**src/rtl/load_store_unit.sv**
```systemverilog
// Load/store unit: initiator for a byte-addressed 64-bit data memory.
// Loads read 8 bytes, then extract and extend the low 1/2/4/8 bytes.
// Sub-doubleword stores do read-modify-write, because the memory always
// writes all 8 bytes at the given address.
module load_store_unit #(
  parameter int unsigned MEM_BYTES = 1024
) (
  input  logic        clk,
  input  logic        rst_n,
  input  logic        req_valid,
  output logic        req_ready,
  input  logic        req_is_store,
  input  logic [1:0]  req_size,
  input  logic        req_unsigned,
  input  logic [63:0] req_addr,
  input  logic [63:0] req_wdata,
  output logic        resp_valid,
  input  logic        resp_ready,
  output logic [63:0] resp_rdata,
  output logic        resp_error,
  output logic [63:0] mem_address,
  output logic [63:0] mem_write_data,
  output logic        mem_write,
  output logic        mem_read,
  input  logic [63:0] mem_read_data
);

  localparam logic [1:0] IDLE = 2'd0;
  localparam logic [1:0] RD   = 2'd1;
  localparam logic [1:0] WR   = 2'd2;
  localparam logic [1:0] RESP = 2'd3;

  logic [1:0]  state;
  logic [63:0] addr_q;
  logic [63:0] wdata_q;
  logic [1:0]  size_q;
  logic        unsigned_q;
  logic        is_store_q;

  logic [63:0] align_mask;
  logic [64:0] last_byte;
  logic        req_error;
  logic [63:0] merged;
  logic [63:0] extended;

  // The last-byte sum is one bit wider so addresses near the top of the
  // 64-bit space cannot wrap around and look legal.
  assign align_mask = (64'd1 << req_size) - 64'd1;
  assign last_byte  = {1'b0, req_addr} + 65'd7;
  assign req_error  = ((req_addr & align_mask) != 64'd0) ||
                      (last_byte >= 65'(MEM_BYTES));

  // Store data low bytes laid over the bytes just read from memory
  always_comb begin
    merged = mem_read_data;
    for (int i = 0; i < 8; i++) begin
      if (i < (1 << size_q)) begin
        merged[8*i +: 8] = wdata_q[8*i +: 8];
      end
    end
  end

  // Load result: low bytes of the read data, sign- or zero-extended
  always_comb begin
    extended = mem_read_data;
    case (size_q)
      2'd0:    extended = {{56{~unsigned_q & mem_read_data[7]}},  mem_read_data[7:0]};
      2'd1:    extended = {{48{~unsigned_q & mem_read_data[15]}}, mem_read_data[15:0]};
      2'd2:    extended = {{32{~unsigned_q & mem_read_data[31]}}, mem_read_data[31:0]};
      default: extended = mem_read_data;
    endcase
  end

  // Request latch, FSM sequencing and response registers
  always_ff @(posedge clk or negedge rst_n) begin
    if (!rst_n) begin
      state      <= IDLE;
      addr_q     <= 64'd0;
      wdata_q    <= 64'd0;
      size_q     <= 2'd0;
      unsigned_q <= 1'b0;
      is_store_q <= 1'b0;
      resp_rdata <= 64'd0;
      resp_error <= 1'b0;
    end else begin
      case (state)
        IDLE: begin
          if (req_valid) begin
            addr_q     <= req_addr;
            wdata_q    <= req_wdata;
            size_q     <= req_size;
            unsigned_q <= req_unsigned;
            is_store_q <= req_is_store;
            resp_rdata <= 64'd0;
            resp_error <= req_error;
            if (req_error) begin
              state <= RESP;
            end else if (req_is_store && (req_size == 2'd3)) begin
              state <= WR;
            end else begin
              state <= RD;
            end
          end
        end
        RD: begin
          if (is_store_q) begin
            wdata_q <= merged;
            state   <= WR;
          end else begin
            resp_rdata <= extended;
            state      <= RESP;
          end
        end
        WR: begin
          state <= RESP;
        end
        default: begin
          if (resp_ready) begin
            state <= IDLE;
          end
        end
      endcase
    end
  end

  // Handshakes and memory strobes come straight from the state register
  assign req_ready      = (state == IDLE);
  assign resp_valid     = (state == RESP);
  assign mem_read       = (state == RD);
  assign mem_write      = (state == WR);
  assign mem_address    = (mem_read || mem_write) ? addr_q : 64'd0;
  assign mem_write_data = mem_write ? wdata_q : 64'd0;

endmodule

```
**config.mk**
```make
export PLATFORM = sky130hd
export DESIGN_NAME = load_store_unit
export DESIGN_NICKNAME = d
export VERILOG_FILES = /design/src/rtl/load_store_unit.sv
export SDC_FILE = /design/constraint.sdc
export NUM_CORES = 1
export LEC_CHECK = 0
export CAP_MARGIN = 20
export CELL_PAD_IN_SITES_DETAIL_PLACEMENT = 1
export CELL_PAD_IN_SITES_GLOBAL_PLACEMENT = 1
export CORE_MARGIN = 4
export CORE_UTILIZATION = 33
export CTS_CLUSTER_DIAMETER = 40
export DETAILED_ROUTE_END_ITERATION = 7
export GPL_TIMING_DRIVEN = 0
export HOLD_SLACK_MARGIN = 0.15
export MAX_ROUTING_LAYER = met4
export PLACE_DENSITY_LB_ADDON = 0.1
export SETUP_SLACK_MARGIN = 0.1
export SLEW_MARGIN = 0
export SYNTH_ARGS = -nofsm -noshare
export SYNTH_HDL_FRONTEND = slang
export SYNTH_SLANG_ARGS = --single-unit
```
**constraint.sdc**
```tcl
create_clock -name clk -period 2.8 [get_ports clk]
set_input_delay 0.56 -clock clk [delete_from_list [all_inputs] [get_ports clk]]
set_output_delay 0.56 -clock clk [all_outputs]
set_load 0.03 [all_outputs]
```
==> impl_metrics.json <==
{
  "internal_power_mw": 9.66,
  "wl_per_cell_um": 23.2,
  "yosysWarningCount": 0,
  "synth_edf_count": 0,
  "max_slew_margin": 0.439,
  "post_drt_via_cell_ratio": 5.27,
  "start_util": 0.335,
  "cts_buffer_depth": 2,
  "clock_latency_ps": 450,
  "synthDistinctLibCells": 62,
  "hpwl_um": 36400,
  "clk_pin_slew_worst_paths_ps": 70,
  "synth_flop_cell": "dfrtp_1",
  "pre_cts_ws_ps": -1340,
  "p_switching_mw": 9.09,
  "die_x_um": 190,
  "area_delta_synth_final_pct": 48.9,
  "setup-violations-final": 0,
  "status": "finished, final reports clean",
  "met3_usage": 0.0497,
  "grt_use_met1": 0.305,
  "grt_pass1_vias": 11501,
  "vias": 10817,
  "p_comb_frac": 0.603,
  "final_antenna_net_count": 0,
  "grt_max_degree": 79,
  "row_count": 66,
  "cts-root-buf": "clkbuf_16",
  "fin_crit_ps": 2780,
  "drt_iter0_drc": 464,
  "final_core_util": 0.499,
  "cts_tree": "done",
  "cap_violations": 0,
  "finalCritPeriodShare": 0.992,
  "p_clk_frac": 0.140,
  "fmax_mhz": 360,
  "drc_errors": 0,
  "ir_drop_uv": 575,
  "rsz0062_at_grt": "true",
  "grt_overflow": 0,
  "cts_made_buffers": 17,
  "grt_use_met2": 0.459,
  "hold_viol": 0,
  "io_buffer_count": 387,
  "tightest_slew_ps": 842,
  "track_usage": 0.264,
  "cp_max_fo": 8,
  "yosys_register_bits": 199,
  "syn-num-nets": 1357,
  "die_h_um": 190,
  "boundaryPins": 397,
  "netlist_instances": 1152,
  "h-tree-depth": 4,
  "critPathCaptureType": "flip-flop",
  "worstPathRequired_ps": 3130,
  "antenna_found_initial": 12,
  "synth_area_per_cell_um2": 9.47,
  "ys_async_sr_fraction": 1.00,
  "final_layout_size_suffix_gt1_frac": 0.253,
  "min_path_type": "in2reg",
  "power_density_nw_per_um2": 1150,
  "drv_slew": 0,
  "coreArea_um2": 32500,
  "cp_data_arrival_time_ps": 3100,
  "clkSinkCount": 199,
  "critPathKind": "in2reg",
  "nets": 1792,
  "start_kind": "primary input",
  "firstDrtPassIters": 4,
  "ys_seq_area_frac": 0.457,
  "power_leakage_nw": 7.08,
  "skew_ps": 7.25,
  "switching_share": 0.485,
  "grt_pass1_wl_um": 71300,
  "syn_area_um2": 10900,
  "wl_um": 47700,
  "gp_congestion": 0.908,
  "top_usage_layer": "met2",
  "worst_slack_ps": 23.3,
  "dieArea_um2": 36000,
  "seq_power_share": 0.257
}
path summary, 6_finish.rpt:
check                                 end           start  cells after the start  slack, ps
max                              state[0]     req_addr[7]                     12         20
min                             addr_q[5]     req_addr[5]                      2        340
max reg2reg                   wdata_q[53]        state[1]                      7        290
min reg2reg                resp_rdata[50]  resp_rdata[50]                      2        470
max in group asynchronous      addr_q[47]           rst_n                      3       1410
min in group asynchronous  resp_rdata[41]           rst_n                      2        630
layout by cell type (no fill, tap or decap), types with 5 or more instances in the layout:
master | netlist | final
clkdlybuf4s50_1 | 0 | 206
dfrtp_1 | 199 | 199
and2_1 | 132 | 132
buf_2 | 11 | 124
nand2_1 | 109 | 105
a21oi_1 | 92 | 87
nor2_1 | 77 | 74
mux2_2 | 72 | 72
o21ai_0 | 71 | 68
mux2i_1 | 60 | 59
nand4_1 | 38 | 38
clkbuf_1 | 54 | 33
buf_4 | 1 | 32
nand3_1 | 26 | 22
dlygate4sd2_1 | 0 | 22
clkbuf_4 | 0 | 17
clkbuf_16 | 0 | 17
nor4_1 | 25 | 14
clkdlybuf4s15_2 | 0 | 14
clkbuf_2 | 1 | 13
a21o_1 | 14 | 13
nor3_1 | 21 | 13
diode_2 | 0 | 12
nor4_4 | 1 | 10
and3_1 | 13 | 10
inv_1 | 9 | 8
buf_6 | 0 | 8
a22o_1 | 8 | 8
buf_1 | 10 | 7
and4_1 | 10 | 7
or3_1 | 7 | 7
xnor2_1 | 8 | 7
or4_4 | 3 | 5
clkinv_2 | 0 | 5
logic make-up (layout without fill, tap and decap cells):
group                      count (synthesis)  count (layout)  share of synthesized area
and+or+nand+nor                          493             493                      0.247
AOI/OAI and AO/OA                        225             225                      0.120
DFF                                      199             199                      0.457
muxes                                    132             132                      0.129
buffers and inverters                     86             534                     0.0313
xor gates and xnor gates                  12              12                    0.00964
adders and majority gates                  5               5                    0.00574
other                                      0              12                          0
synth_stat cells (2+ instances only):
cell type	instances	area share
nor4_1	25	0.014
ha_1	5	0.0057
or4_4	3	0.0031
a22oi_1	4	0.0028
nor2b_1	3	0.0017
clkbuf_1	54	0.019
buf_1	10	0.0034
mux2_2	72	0.074
and3_1	13	0.0075
nor2_1	77	0.027
nor4_2	2	0.0023
xor2_1	4	0.0032
nor3_1	21	0.0096
mux2i_1	60	0.055
a211o_1	4	0.0032
o31ai_1	4	0.0028
nand4_1	38	0.022
xnor2_1	8	0.0064
nand3_2	2	0.0018
a211oi_1	3	0.0021
nand2b_1	4	0.0023
nand4_2	2	0.0023
a21oi_1	92	0.042
o31a_1	2	0.0016
nand3b_1	2	0.0014
dfrtp_1	199	0.46
or2_2	4	0.0023
a31oi_1	6	0.0034
or4_1	4	0.0028
nand2_1	109	0.038
and4_1	10	0.0080
a22o_1	8	0.0064
inv_1	9	0.0031
o21a_1	4	0.0028
o2111ai_1	2	0.0016
buf_2	11	0.0050
or3_1	7	0.0040
o21ai_0	71	0.033
nand3_1	26	0.012
and2_1	132	0.076
o211ai_1	2	0.0014
a21o_1	14	0.0096
metal layers:
layer  vias to the layer above  share of wire
met2                       331           0.52
met1                      5418           0.40
li1                       4997              -
met5                         -              0
met4                         0          0.027
met3                        71          0.053
flip-flops by register name (all words and copies together), names as in the netlist:
name / count
addr_q: 64
is_store_q: 1
resp_error: 1
resp_rdata: 64
size_q: 2
state: 2
unsigned_q: 1
wdata_q: 64
through the flow:
step                      total power [mW]  std cells  instance area (µm²)  TNS [ps]  hold WS [ps]
after floorplan                       11.8       1152                10900         0           264
after global placement                16.8       1981                15300  -1653550           451
after detailed placement              17.0       1983                15400    -76020           458
after CTS                             19.1       2039                16400         0           324
after global routing                  19.9       2054                16200      -135           325
final                                 18.7       2054                16200         0           343
worst max-delay path, stage by stage:
cell and delay [ps]:
buf_6 70, nand4_1 120, buf_6 150, or4_4 510, buf_8 160, nor2_4 300, nand4_1 260, a21oi_1 230
nand4_2 180, buf_6 170, nor4_4 260, o31ai_1 110
cell type report:
cell class              instances  area (µm²)
diodes                         12        30.0
plain buffers                  76         417
clock buffers                  20         457
clock inverters                12         149
fillers                      3797       16300
inverters                       9        33.8
multi-input cells             867        6070
flip-flops and latches        199        4980
well taps                     442         553
repair buffers                417        3550
repair_timing:
| action | in CTS | in global routing |
|---|---|---|
| gates cloned | 1 | 0 |
| pin swaps | 35 | 16 |
| hold buffers | 1 | 0 |
| resized for setup | 756 | 151 |
| endpoints found under the hold margin | 48 | 0 |
| endpoints found under the setup margin | 246 | 206 |
| setup buffers | 23 | 3 |
power groups by stage:
stage          Sequential [mW]  Clock, mW  Combinational, mW
5_1_grt                   4.99       2.80               12.1
4_1_cts                   4.82       2.70               11.6
3_3_place_gp              4.80          0               12.0
6_report                  4.82       2.63               11.3
3_5_place_dp              4.87          0               12.1
2_1_floorplan             5.30          0               6.51
(Power assumes the default switching activity.)
